$ cat src/rtl/ps2_scan_decoder_if.sv
// Bus between the PS/2 byte receiver / event consumer and the scan-code decoder.
interface ps2_scan_decoder_if;
  logic [7:0] codigo_tecla;
  logic       ready;
  logic       ev_pop;
  logic       overflow_clr;
  logic       ev_valid;
  logic [7:0] ev_code;
  logic       ev_ext;
  logic       ev_released;
  logic       key_release;
  logic       prefix_abort;
  logic       overflow;

  modport master (
    output codigo_tecla, ready, ev_pop, overflow_clr,
    input  ev_valid, ev_code, ev_ext, ev_released, key_release, prefix_abort, overflow
  );

  modport slave (
    input  codigo_tecla, ready, ev_pop, overflow_clr,
    output ev_valid, ev_code, ev_ext, ev_released, key_release, prefix_abort, overflow
  );
endinterface

$ cat src/rtl/ps2_scan_decoder.sv
// PS/2 Set-2 decoder: E0/F0 prefix resolution, prefix timeout, show-ahead event FIFO.
// Optional typematic-repeat suppression when PS2_TYPEMATIC_FILTER_EN is defined.
module ps2_scan_decoder #(
  parameter int FIFO_DEPTH     = 4,
  parameter int TIMEOUT_CYCLES = 1_000_000
) (
  input logic               clk,
  input logic               reset,
  ps2_scan_decoder_if.slave bus
);
  localparam int TW = $clog2(TIMEOUT_CYCLES);
  localparam int PW = $clog2(FIFO_DEPTH);
  localparam int CW = PW + 1;
  localparam logic [TW-1:0] TLAST = TW'(TIMEOUT_CYCLES - 1);

  typedef enum logic [1:0] {IDLE, GOT_E0, GOT_F0, GOT_E0F0} state_e;

  typedef struct packed {
    logic       ext;
    logic       released;
    logic [7:0] code;
  } event_t;

  state_e        state_q, state_d;
  logic [TW-1:0] timer_q, timer_d;
  logic          emit, emit_ext, emit_rel, abort_d;
  logic          is_hk, is_e0, is_f0;

  assign is_e0 = (bus.codigo_tecla == 8'hE0);
  assign is_f0 = (bus.codigo_tecla == 8'hF0);
  assign is_hk = bus.codigo_tecla inside {8'h00, 8'hAA, 8'hEE, 8'hFA, 8'hFE, 8'hFF};

  // NOTE: every signal driven here gets a default first, so no path leaves it unassigned and no latch is inferred.
  always_comb begin
    state_d  = state_q;
    timer_d  = timer_q;
    emit     = 1'b0;
    emit_ext = 1'b0;
    emit_rel = 1'b0;
    abort_d  = 1'b0;
    if (bus.ready && !is_hk) begin
      timer_d = '0;
      unique case (state_q)
        IDLE: begin
          if (is_e0)      state_d = GOT_E0;
          else if (is_f0) state_d = GOT_F0;
          else            emit    = 1'b1;
        end
        GOT_E0: begin
          if (is_f0) state_d = GOT_E0F0;
          else if (!is_e0) begin
            emit     = 1'b1;
            emit_ext = 1'b1;
            state_d  = IDLE;
          end
        end
        GOT_F0: begin
          if (is_e0) state_d = GOT_E0F0;
          else if (!is_f0) begin
            emit     = 1'b1;
            emit_rel = 1'b1;
            state_d  = IDLE;
          end
        end
        GOT_E0F0: begin
          if (!is_e0 && !is_f0) begin
            emit     = 1'b1;
            emit_ext = 1'b1;
            emit_rel = 1'b1;
            state_d  = IDLE;
          end
        end
        default: state_d = IDLE;
      endcase
    end else if (!bus.ready && state_q != IDLE) begin
      if (timer_q == TLAST) begin
        state_d = IDLE;
        timer_d = '0;
        abort_d = 1'b1;
      end else begin
        timer_d = timer_q + TW'(1);
      end
    end
  end

  // Decoded event is staged one cycle before it reaches the FIFO.
  logic   dec_vld_q, key_release_q, prefix_abort_q;
  event_t dec_ev_q;

  // NOTE: state registers use non-blocking assignments so every flop samples pre-edge values.
  always_ff @(posedge clk or posedge reset) begin
    if (reset) begin
      state_q        <= IDLE;
      timer_q        <= '0;
      dec_vld_q      <= 1'b0;
      dec_ev_q       <= '0;
      key_release_q  <= 1'b0;
      prefix_abort_q <= 1'b0;
    end else begin
      state_q        <= state_d;
      timer_q        <= timer_d;
      dec_vld_q      <= emit;
      dec_ev_q       <= '{ext: emit_ext, released: emit_rel, code: bus.codigo_tecla};
      key_release_q  <= dec_vld_q && dec_ev_q.released;
      prefix_abort_q <= abort_d;
    end
  end

  logic push_req;

`ifdef PS2_TYPEMATIC_FILTER_EN
  logic [8:0] held_q, held_d;
  logic       held_vld_q, held_vld_d;
  logic       suppress;
  logic       same_key;

  assign same_key = held_vld_q && (held_q == {dec_ev_q.ext, dec_ev_q.code});

  always_comb begin
    held_d     = held_q;
    held_vld_d = held_vld_q;
    suppress   = 1'b0;
    if (dec_vld_q && !dec_ev_q.released) begin
      if (same_key) begin
        suppress = 1'b1;
      end else begin
        held_d     = {dec_ev_q.ext, dec_ev_q.code};
        held_vld_d = 1'b1;
      end
    end else if (dec_vld_q && same_key) begin
      held_vld_d = 1'b0;
    end
  end

  always_ff @(posedge clk or posedge reset) begin
    if (reset) begin
      held_q     <= '0;
      held_vld_q <= 1'b0;
    end else begin
      held_q     <= held_d;
      held_vld_q <= held_vld_d;
    end
  end

  assign push_req = dec_vld_q && !suppress;
`else
  assign push_req = dec_vld_q;
`endif

  event_t        mem_q [FIFO_DEPTH];
  logic [PW-1:0] wr_ptr_q, rd_ptr_q;
  logic [CW-1:0] count_q;
  logic          overflow_q;
  logic          ev_valid, full, pop, push;
  event_t        head;

  assign ev_valid = (count_q != '0);
  assign full     = (count_q == CW'(FIFO_DEPTH));
  assign pop      = ev_valid && bus.ev_pop;
  assign push     = push_req && (!full || pop);

  always_ff @(posedge clk or posedge reset) begin
    if (reset) begin
      wr_ptr_q   <= '0;
      rd_ptr_q   <= '0;
      count_q    <= '0;
      overflow_q <= 1'b0;
    end else begin
      if (push) wr_ptr_q <= wr_ptr_q + PW'(1);
      if (pop)  rd_ptr_q <= rd_ptr_q + PW'(1);
      count_q <= count_q + CW'(push) - CW'(pop);
      if (push_req && !push)  overflow_q <= 1'b1;
      else if (bus.overflow_clr) overflow_q <= 1'b0;
    end
  end

  // NOTE: the storage array has no reset; count_q alone defines which entries are live.
  always_ff @(posedge clk) begin
    if (push) mem_q[wr_ptr_q] <= dec_ev_q;
  end

  assign head             = ev_valid ? mem_q[rd_ptr_q] : '0;
  assign bus.ev_valid     = ev_valid;
  assign bus.ev_code      = head.code;
  assign bus.ev_ext       = head.ext;
  assign bus.ev_released  = head.released;
  assign bus.key_release  = key_release_q;
  assign bus.prefix_abort = prefix_abort_q;
  assign bus.overflow     = overflow_q;
endmodule

$ cat src/flat_wrapper.sv
// flat-port wrapper written by rule: the top's interface ports become plain ports
module ps2_scan_decoder_flat 
#(
  parameter int FIFO_DEPTH     = 4,
  parameter int TIMEOUT_CYCLES = 1_000_000
)
  (clk, reset, bus_codigo_tecla, bus_ready, bus_ev_pop, bus_overflow_clr, bus_ev_valid, bus_ev_code, bus_ev_ext, bus_ev_released, bus_key_release, bus_prefix_abort, bus_overflow);
  ps2_scan_decoder_if bus_i ();
  input logic clk;
  input logic reset;
  input wire logic [$bits(bus_i.codigo_tecla)-1:0] bus_codigo_tecla;
  input wire logic [$bits(bus_i.ready)-1:0] bus_ready;
  input wire logic [$bits(bus_i.ev_pop)-1:0] bus_ev_pop;
  input wire logic [$bits(bus_i.overflow_clr)-1:0] bus_overflow_clr;
  output wire logic [$bits(bus_i.ev_valid)-1:0] bus_ev_valid;
  output wire logic [$bits(bus_i.ev_code)-1:0] bus_ev_code;
  output wire logic [$bits(bus_i.ev_ext)-1:0] bus_ev_ext;
  output wire logic [$bits(bus_i.ev_released)-1:0] bus_ev_released;
  output wire logic [$bits(bus_i.key_release)-1:0] bus_key_release;
  output wire logic [$bits(bus_i.prefix_abort)-1:0] bus_prefix_abort;
  output wire logic [$bits(bus_i.overflow)-1:0] bus_overflow;
  assign bus_i.codigo_tecla = bus_codigo_tecla;
  assign bus_i.ready = bus_ready;
  assign bus_i.ev_pop = bus_ev_pop;
  assign bus_i.overflow_clr = bus_overflow_clr;
  assign bus_ev_valid = bus_i.ev_valid;
  assign bus_ev_code = bus_i.ev_code;
  assign bus_ev_ext = bus_i.ev_ext;
  assign bus_ev_released = bus_i.ev_released;
  assign bus_key_release = bus_i.key_release;
  assign bus_prefix_abort = bus_i.prefix_abort;
  assign bus_overflow = bus_i.overflow;
  ps2_scan_decoder #(.FIFO_DEPTH(FIFO_DEPTH), .TIMEOUT_CYCLES(TIMEOUT_CYCLES)) u_core (.clk(clk), .reset(reset), .bus(bus_i));
endmodule
$ cat config.mk
export PLATFORM = sky130hd
export DESIGN_NAME = ps2_scan_decoder_flat
export DESIGN_NICKNAME = d
export VERILOG_FILES = /design/src/rtl/ps2_scan_decoder_if.sv /design/src/rtl/ps2_scan_decoder.sv /design/src/flat_wrapper.sv
export SDC_FILE = /design/constraint.sdc
export NUM_CORES = 1
export LEC_CHECK = 0
export ABC_AREA = 1
export CORE_AREA = 2 2 94 96
export CTS_BUF_LIST = sky130_fd_sc_hd__clkbuf_8
export DETAILED_ROUTE_END_ITERATION = 7
export DIE_AREA = 0 0 96 98
export GPL_ROUTABILITY_DRIVEN = 0
export PLACE_DENSITY = 0.7
export SETUP_SLACK_MARGIN = 0.4
export SYNTH_ARGS = -nofsm -noshare
export SYNTH_HDL_FRONTEND = slang
export SYNTH_SLANG_ARGS = --single-unit
$ cat constraint.sdc
create_clock -name clk -period 4.3 [get_ports clk]
set_clock_uncertainty 0.05 [all_clocks]
set_input_delay 0.86 -clock clk [delete_from_list [all_inputs] [get_ports clk]]
set_output_delay 0.86 -clock clk [all_outputs]
set_load 0.01 [all_outputs]
* Word-level counts from Yosys, hierarchy flattened
Memories as Yosys holds them, arrays and structs flattened. Index checks and enable logic that the tools add are counted.
Storage, ports and cells: bits of input ports 13, logic and storage cells 91, memory bits (writable) 40, register bits 43, memories 1
Memory list:
- u_core.mem_q | depth 4, width 10, read ports 1, clocked after memory_dff 0, write ports 1, RTL line ps2_scan_decoder.sv:150 | event_t mem_q [FIFO_DEPTH];
Cells by class: reductions and logical operators 24, multiplexer cells 33, add/sub/neg operators 5, equality and inequality tests 16
Operators by type and width (number):
- 20-bit 2-to-1 mux | 3
- 8-bit equality test, second input constant | 7
- 20-bit by 1-bit adder with 20-bit output, second input constant | 1
- 20-bit equality test, second input constant | 1
- 2-bit 2-to-1 mux | 10
- 1-bit 2-to-1 mux | 15
- 10-bit 2-to-1 mux | 1
- 8-bit logical NOT | 1
- 2-bit one-hot mux with 4 select lines | 1
- 2-bit nonzero test | 4
- 1-bit logical AND | 7
- 1-bit logical NOT | 6
- 6-bit AND reduction | 1
- 6-bit nonzero test | 1
- 2-bit by 1-bit adder with 2-bit output, second input constant | 2
- 2-bit equality test, second input constant | 2
- 4-bit by 2-bit inequality test with 1-bit output, second input constant | 1
- 4-bit by 3-bit inequality test with 1-bit output, second input constant | 1
- 4-bit inequality test, second input constant | 1
- 1-bit one-hot mux with 2 select lines | 2
- 3-bit by 1-bit adder with 3-bit output | 1
- 3-bit equality test, second input constant | 1
- 3-bit inequality test, second input constant | 1
- 1-bit one-hot mux with 3 select lines | 1
- 6 further kinds | 6

* Depth between registers and ports, before layout
Gate-level depths: netlist of run 1.
depth after elaboration 7, mapped depth 12, mapped depth without buffers 12

* Least setup slack after synthesis of run 1
Ideal clock, no wire load.
path type input to register, from input bus_ev_pop, to register u_core.count_q[2], arrival 1966 ps, setup time 129 ps, path buffers 0, stages on the path 7, required time 4121 ps, setup slack 2155 ps, path through inv_1 nor2_1 ha_1 inv_1 ha_1 fa_1 xor2_1
Between the ends: cells in the longest elaborated chain, start to end 5
Ends and longest elaborated chain:
- start, declared | RTL line flat_wrapper.sv:13 | input wire logic [$bits(bus_i.ev_pop)-1:0] bus_ev_pop;
- 1-bit logical AND (*) | RTL line ps2_scan_decoder.sv:159 | assign pop = ev_valid && bus.ev_pop;
- via u_core.pop | RTL line ps2_scan_decoder.sv:154 | logic ev_valid, full, pop, push;
- 1-bit logical OR | RTL line ps2_scan_decoder.sv:160 | assign push = push_req && (!full || pop);
- 1-bit logical AND | RTL line ps2_scan_decoder.sv:160
- 3-bit by 1-bit adder with 3-bit output | RTL line ps2_scan_decoder.sv:171 | count_q <= count_q + CW'(push) - CW'(pop);
- 3-bit by 1-bit subtractor with 3-bit output (*) | RTL line ps2_scan_decoder.sv:171
- end signal, assigned | RTL line ps2_scan_decoder.sv:171
- end, declared | RTL line ps2_scan_decoder.sv:152 | logic [CW-1:0] count_q;
The timed path passes the listed nets; every way through them passes the cells marked *. A chain may end at the register's enable or synchronous reset.

* Final worst setup path of run 1
from register u_core.rd_ptr_q[0], to output bus_ev_code[7]
Between the ends: cells in the longest elaborated chain, start to end 2
Ends and longest elaborated chain:
- start, declared | RTL line ps2_scan_decoder.sv:151 | logic [PW-1:0] wr_ptr_q, rd_ptr_q;
- start signal, assigned | RTL line ps2_scan_decoder.sv:170 | if (pop) rd_ptr_q <= rd_ptr_q + PW'(1);
- memory 4 x 10 bit
- 10-bit 2-to-1 mux | RTL line ps2_scan_decoder.sv:182 | assign head = ev_valid ? mem_q[rd_ptr_q] : '0;
- end, declared | RTL line flat_wrapper.sv:16 | output wire logic [$bits(bus_i.ev_code)-1:0] bus_ev_code;
No other way between the ends.

==> summary.md, run 1 <==
| Metric | Value |
|---|---|
| Post-DR wirelength/cell | approximately 14 um |
| Leak pwr | about 2.0 nW |
| Clk Latency, worst-skew pair | between 300 and 400 ps |
| First-pass GRT wire length | about 15000 um |
| Worst setup SP type | flop |
| Vias | 3242 |
| Commonest non-fill, non-tap cells in the layout | nor2_1 (92), nand2_1 (91), inv_1 (53) |
| Largest net degree at the start of global routing | 44 |
| Mapped Area | about 4200 um2 |
| MaxCap Viol Count | 0 |
| Clk buf depth | 2 |
| Yosys reg bits | 83 |
| Antenna Cells | 0 |
| Netlist cell types | 33 |
| Post-CTS Hold Buffers | 0 |
| Die ar. | about 9400 um2 |
| H-tree levels | 3 |
| Final Max Tran Viols | 0 |
| Core Area | roughly 8500 um2 |
| Clock buffer count from CTS | 9 |
| Buffers on Ports | 26 |
| PwrDens | about 500 nW/um2 |
| Fmax | 0.301 GHz |
| Async set or reset register ratio after synthesis | 51.8% |
| Register area share after synthesis | about 54% |
| Syn Inst Count | 481 |
| Critical Path AT | roughly 2400 ps |
| Post-CTS resize count | 0 |
| Die Y | roughly 98 um |
| Area grow syn2layout | 13.0% |
| Layout cells sized above 1 | roughly 9% |
| HPWL Detailed | roughly 6000 um |
| Initial antenna violation count | 0 |
| Hold Vio Cnt, Final | 0 |
| Crit-path max FO | 23 |
| Top FF cell, synth | dfrtp_1 |
| Crit path time final | between 3000 and 4000 ps |
| Hold depth | 2 |
| Critical path class | flop to output pin |
| Clk slew on worst S/H paths | around 90 ps |
| Worst slack at placement | 1280 ps |
| Reg2Reg Depth | 6 |
| Detailed-router iteration count before antenna repair | 4 |
| Initial drt markers | ~130 |
| GRT Overall Usage | between 20% and 30% |
| I/O Pins | 27 |
| Period utilization | between 70% and 80% |
| Final WS setup | 979 ps |
| Worst Tran Pin Value | between 800 and 900 ps |
| Post-Syn Nets | 502 |
| HP Class | flop to flop |
| Worst VDD drop | about 150 uV |
| Slew HR | roughly two fifths |
| Post-Syn Area per Cell | a little under 9 um2 |
| Post-synth EDFFs | 40 |
| Final TNS setup | 0 ps |
| Most common cell after layout, fill and taps aside | nor2_1 |
| Post-route antenna net violation count | 0 |
| Die X | 96 um |
| Setup Viol. Count Final | 0 |
| Setup Fix Bufs, Post-CTS | 0 |
| DRC | 0 |
| CTS Sinks | slightly above 80 |
| Placed insts | between 600 and 700 |
| RSZ-0062 raised after global routing | no |
| Worst EP required | approximately 3400 ps |
| CTS tree | done |
| Starting Density | around 50% |
| FP Rows | 34 |
| Worst Hold Margin | 454 ps |
| Vias per inst | around 5.2 |
| Gr ovfl total | 0 |
| Vias in the first global route | approximately 3200 |
| Layout Cells excl Fill | 621 |
| # nets final | ~530 |
| Clock Tree Root | clkbuf_8 |
| Setup crit end kind | output pin |
| Overall power | approximately 2.4 mW |
| Syn. warnings | 0 |
| Fill count | around 760 |
| Outcome | finished clean |
| Final WL | roughly 8500 um |
state kept, by name, summed over array words and instances (netlist names):
| name | cells |
|---|---|
| u_core.rd_ptr_q | 2 |
| u_core.timer_q | 20 |
| u_core.dec_ev_q | 10 |
| u_core.bus.overflow | 1 |
| u_core.count_q | 3 |
| u_core.mem_q | 40 |
| u_core.wr_ptr_q | 2 |
| u_core.bus.key_release | 1 |
| u_core.state_q | 2 |
| u_core.dec_vld_q | 1 |
| u_core.bus.prefix_abort | 1 |
synth_stat cells, types with 2 or more instances:
master / instances / area share [%]
nand4_1: 16 / 2.4
nor3_1: 5 / 0.59
xor2_1: 12 / 2.5
o21ai_0: 27 / 3.2
nor2_1: 92 / 8.2
edfxtp_1: 40 / 28
a21oi_1: 11 / 1.3
nand2_4: 2 / 0.53
nor3_2: 3 / 0.71
nand2_1: 91 / 8.1
xnor2_1: 2 / 0.42
nand3_2: 2 / 0.47
nand3_1: 30 / 3.6
o21ai_1: 7 / 0.83
clkbuf_1: 6 / 0.53
ha_1: 7 / 2.1
nor2_4: 4 / 1.1
nand2_2: 6 / 0.89
buf_6: 3 / 0.80
inv_2: 2 / 0.18
nor2_2: 6 / 0.89
inv_1: 54 / 4.8
dfrtp_1: 43 / 26
per-stage QoR:
| step | utilization, % | cell area [um2] |
|---|---|---|
| floorplan | - | 4220 |
| global placement | 53.8 | 4560 |
| detailed placement | 53.8 | 4560 |
| CTS | 56.3 | 4760 |
| global route | 56.3 | 4760 |
| finish | 56.3 | 4760 |
final timing paths:
path / startpoint / to / slack, ps
setup / recovery: u_core.rd_ptr_q[0] / bus_ev_code[7] / 980
hold / removal: u_core.dec_vld_q / u_core.bus.key_release / 450
setup reg to reg: u_core.count_q[1] / u_core.mem_q[2][5] / 2130
hold reg to reg: u_core.dec_vld_q / u_core.bus.key_release / 450
max in group asynchronous: reset / u_core.timer_q[14] / 2930
min in group asynchronous: reset / u_core.rd_ptr_q[1] / 890
final cells by class:
class / instances / area, um2 / share of cell area [%]
Tap cell: 108 / 135 / 2.84
Clock inverter: 7 / 83.8 / 1.76
Timing Repair Buffer: 29 / 283 / 5.94
Inverter: 57 / 214 / 4.49
Sequential cell: 83 / 2280 / 47.8
Clock buffer: 9 / 124 / 2.60
Multi-Input combinational cell: 328 / 1650 / 34.6
power by group:
part           switching [mW]  total [mW]  leakage (nW)  internal, mW
combinational           0.431       0.773         0.920         0.341
sequential              0.117        1.10         0.928         0.981
clock                   0.298       0.576         0.102         0.278
total                   0.846        2.45          1.95          1.60
worst max-delay path, stage by stage (launching register included):
cell	delay [ps]
dfrtp_1	780
inv_1	420
o21ai_0	280
a21oi_1	100
clkdlybuf4s50_1	490
layer usage:
layer,vias up,global-route usage [%],routed length (um)
li1,1609,-,-
met1,1540,26.9,3770
met2,72,32.5,4180
met3,21,4.63,380
met4,0,8.46,204
met5,-,0,0
cell families (layout without fill, tap and decap cells):
group | after synthesis | in the layout | share of synthesized area [%]
AOI/OAI and AO/OA | 47 | 47 | 5.73
xor gates and xnor gates | 14 | 14 | 2.91
adders and majority gates | 8 | 8 | 2.55
buffers and inverters | 70 | 102 | 6.92
DFF | 83 | 83 | 54.0
and+or+nand+nor | 259 | 259 | 27.9
Note: power is estimated with default switching activity, not from simulation.
==> run 2, diff against run 1 <==
PLACE_DENSITY = 0.72   (was 0.7)
clock period = 2.75 ns   (was 4.3 ns; I/O delays follow)
==> run 2 against run 1 <==
Via count rose by 2.2%. Clock-buffer cell count did not move. Cell area rose by 2.4%. Total power rose by 58%. Die area did not move. Largest cell class unchanged. Highest routed layer unchanged.
==> summary.md, run 2 (synthesis gave the netlist of run 1 again) <==
| Metric | Value |
|---|---|
| Core Area | 8470 um2 |
| Worst Setup SP | u_core.count_q[2] |
| Final WS setup | roughly 400 ps |
| Gr ovfl total | 0 |
| Most common cell after layout, fill and taps aside | nor2_1 |
| Initial antenna violation count | 0 |
| Die X | approximately 96 um |
| DRC | 0 |
| # nets final | ~550 |
| Reg2Reg Depth | 8 |
| Area grow syn2layout | 15.7% |
| Crit-path max FO | 12 |
| CP bufs+invs | 3 |
| Commonest non-fill, non-tap cells in the layout | nor2_1 (92), nand2_1 (91), inv_1 (52) |
| Setup Viol. Count Final | 0 |
| CP Depth | 4 |
| Clk slew on worst S/H paths | approximately 100 ps |
| Starting Density | between 40% and 50% |
| Worst EP required | 2150 ps |
| Buffers on Ports | 26 |
| HP Class | primary input to asynchronous set/reset pin |
| Worst setup SP type | flop |
| H-tree levels | 3 |
| Final TNS setup | 0 ps |
| Outcome | finished clean |
| MaxCap Viol Count | 0 |
| Hold Vio Cnt, Final | 0 |
| Clk Latency, worst-skew pair | around 360 ps |
| Clock buffer count from CTS | 9 |
| Clock Tree Root | clkbuf_8 |
| Worst Tran Pin Value | around 400 ps |
| CTS tree | done |
| HPWL Detailed | ~6000 um |
| First-pass GRT wire length | roughly 15000 um |
| Vias in the first global route | between 3000 and 4000 |
| Crit path time final | 2350 ps |
| Final Max Tran Viols | 0 |
| Setup crit end kind | output pin |
| RSZ-0062 raised after global routing | yes |
| Slowest Stage Delay on Critical Path | 470 ps |
| Die Y | between 90 and 100 um |
| Period utilization | about 85% |
| Max FFs per register | 40 |
| Reg-to-reg setup timing slack | about 600 ps |
| Clk buf depth | 2 |
| Met3 wire length | 395 um |
| CP max stage cell | clkdlybuf4s50_1 |
| Post-route antenna net violation count | 0 |
| FP Rows | 34 |
| Die ar. | ~9400 um2 |
| Critical path class | flop to output pin |
| Worst slack at placement | around 330 ps |
| Antenna Cells | 0 |
| Uppermost layer routed | met4 |
| Leak pwr | approximately 2.1 nW |
| PwrDens | ~790 nW/um2 |
| I/O Pins | 27 |
| Most flop-heavy register | u_core.mem_q |
| Initial drt markers | roughly 160 |
| Ordered list of cells on the worst path | nor3_1, buf_4, inv_1, clkdlybuf4s50_1 |
| GRT Overall Usage | around a fifth |
| Regs by FF count | u_core.mem_q (40), u_core.timer_q (20), u_core.dec_ev_q (10) |
| Reg2reg start | u_core.count_q[2] |
| Routed wl met2 | between 4000 and 5000 um |
| Slew HR | roughly 73% |
| Largest net degree at the start of global routing | 19 |
| WL met1 | 3680 um |
| Critical Path AT | approximately 1800 ps |
| CTS Sinks | 83 |
| Layout cells sized above 1 | 12.8% |
| Post-DR wirelength/cell | approximately 13 um |
| Vias | approximately 3300 |
| Final WL | around 8600 um |
| CP endpoint | bus_ev_valid |
| Crit path max-delay family | buffers and inverters |
| Vias per inst | a little over 5 |
| Fmax | between 0.4 and 0.5 GHz |
| Worst r2r dst | u_core.count_q[2] |
| Detailed-router iteration count before antenna repair | 4 |
| Worst VDD drop | between 200 and 300 uV |
==> run 2: timing repair <==
action                                 4_1_cts  5_1_grt
gates resized for setup                      9       11
gates cloned                                 0        0
endpoints found under the hold margin        0        0
pin swaps                                    0        1
setup buffers                                3        5
hold buffers                                 0        0
setup endpoints to repair                   11        7
==> run 2: area by class of cell <==
class	instances	area [um2]
tap	108	135
fill	742	3590
multi-input combinational	328	1650
clock buffer	9	124
clock inverter	7	65.1
sequential	83	2280
inverter	57	218
timing repair buffer	47	412
==> run 2: report_power, final <==
part	switching (mW)	total, mW	internal, mW
Sequential	0.122	1.66	1.53
Combinational	0.772	1.36	0.588
Clock	0.496	0.850	0.354
Total	1.39	3.87	2.47
==> run 2: per-layer routing <==
metal  vias up  GRT usage, %
met2        90          33.5
met1      1556          25.2
met3        16          4.17
met4         0          8.13
met5         -             0
li1       1650             -
==> run 2: worst register-to-register path: stages, from the launching register on <==
cell and delay [ps]:
dfrtp_1 410, nor3_1 210, buf_4 230, nor2_1 100, ha_1 290, inv_1 40
ha_1 170, fa_1 370, xor2_1 170
==> run 2: how the worst min path moves through the flow <==
stage | to | from | slack [ps] | cells past startpoint
after floorplan | u_core.mem_q[0][0] | u_core.dec_ev_q[0] | 400 | 0
after global placement | u_core.mem_q[3][5] | u_core.dec_ev_q[5] | 420 | 0
after detailed placement | u_core.mem_q[1][9] | u_core.dec_ev_q[9] | 430 | 0
after CTS | u_core.count_q[2] | reset | 380 | 2
after global routing | u_core.count_q[1] | reset | 390 | 2
final | u_core.count_q[2] | reset | 370 | 2
==> run 2: per-stage QoR <==
stage          hold slack (ps)  power (mW)  util, %  instance area (um2)  cells
2_1_floorplan              405        2.47        -                 4220    481
3_3_place_gp               416        2.99     54.7                 4630    615
3_5_place_dp               430        3.03     54.7                 4630    615
4_1_cts                    381        3.84     57.1                 4830    634
5_1_grt                    388        4.15     57.6                 4880    639
6_report                   375        3.87     57.6                 4880    639
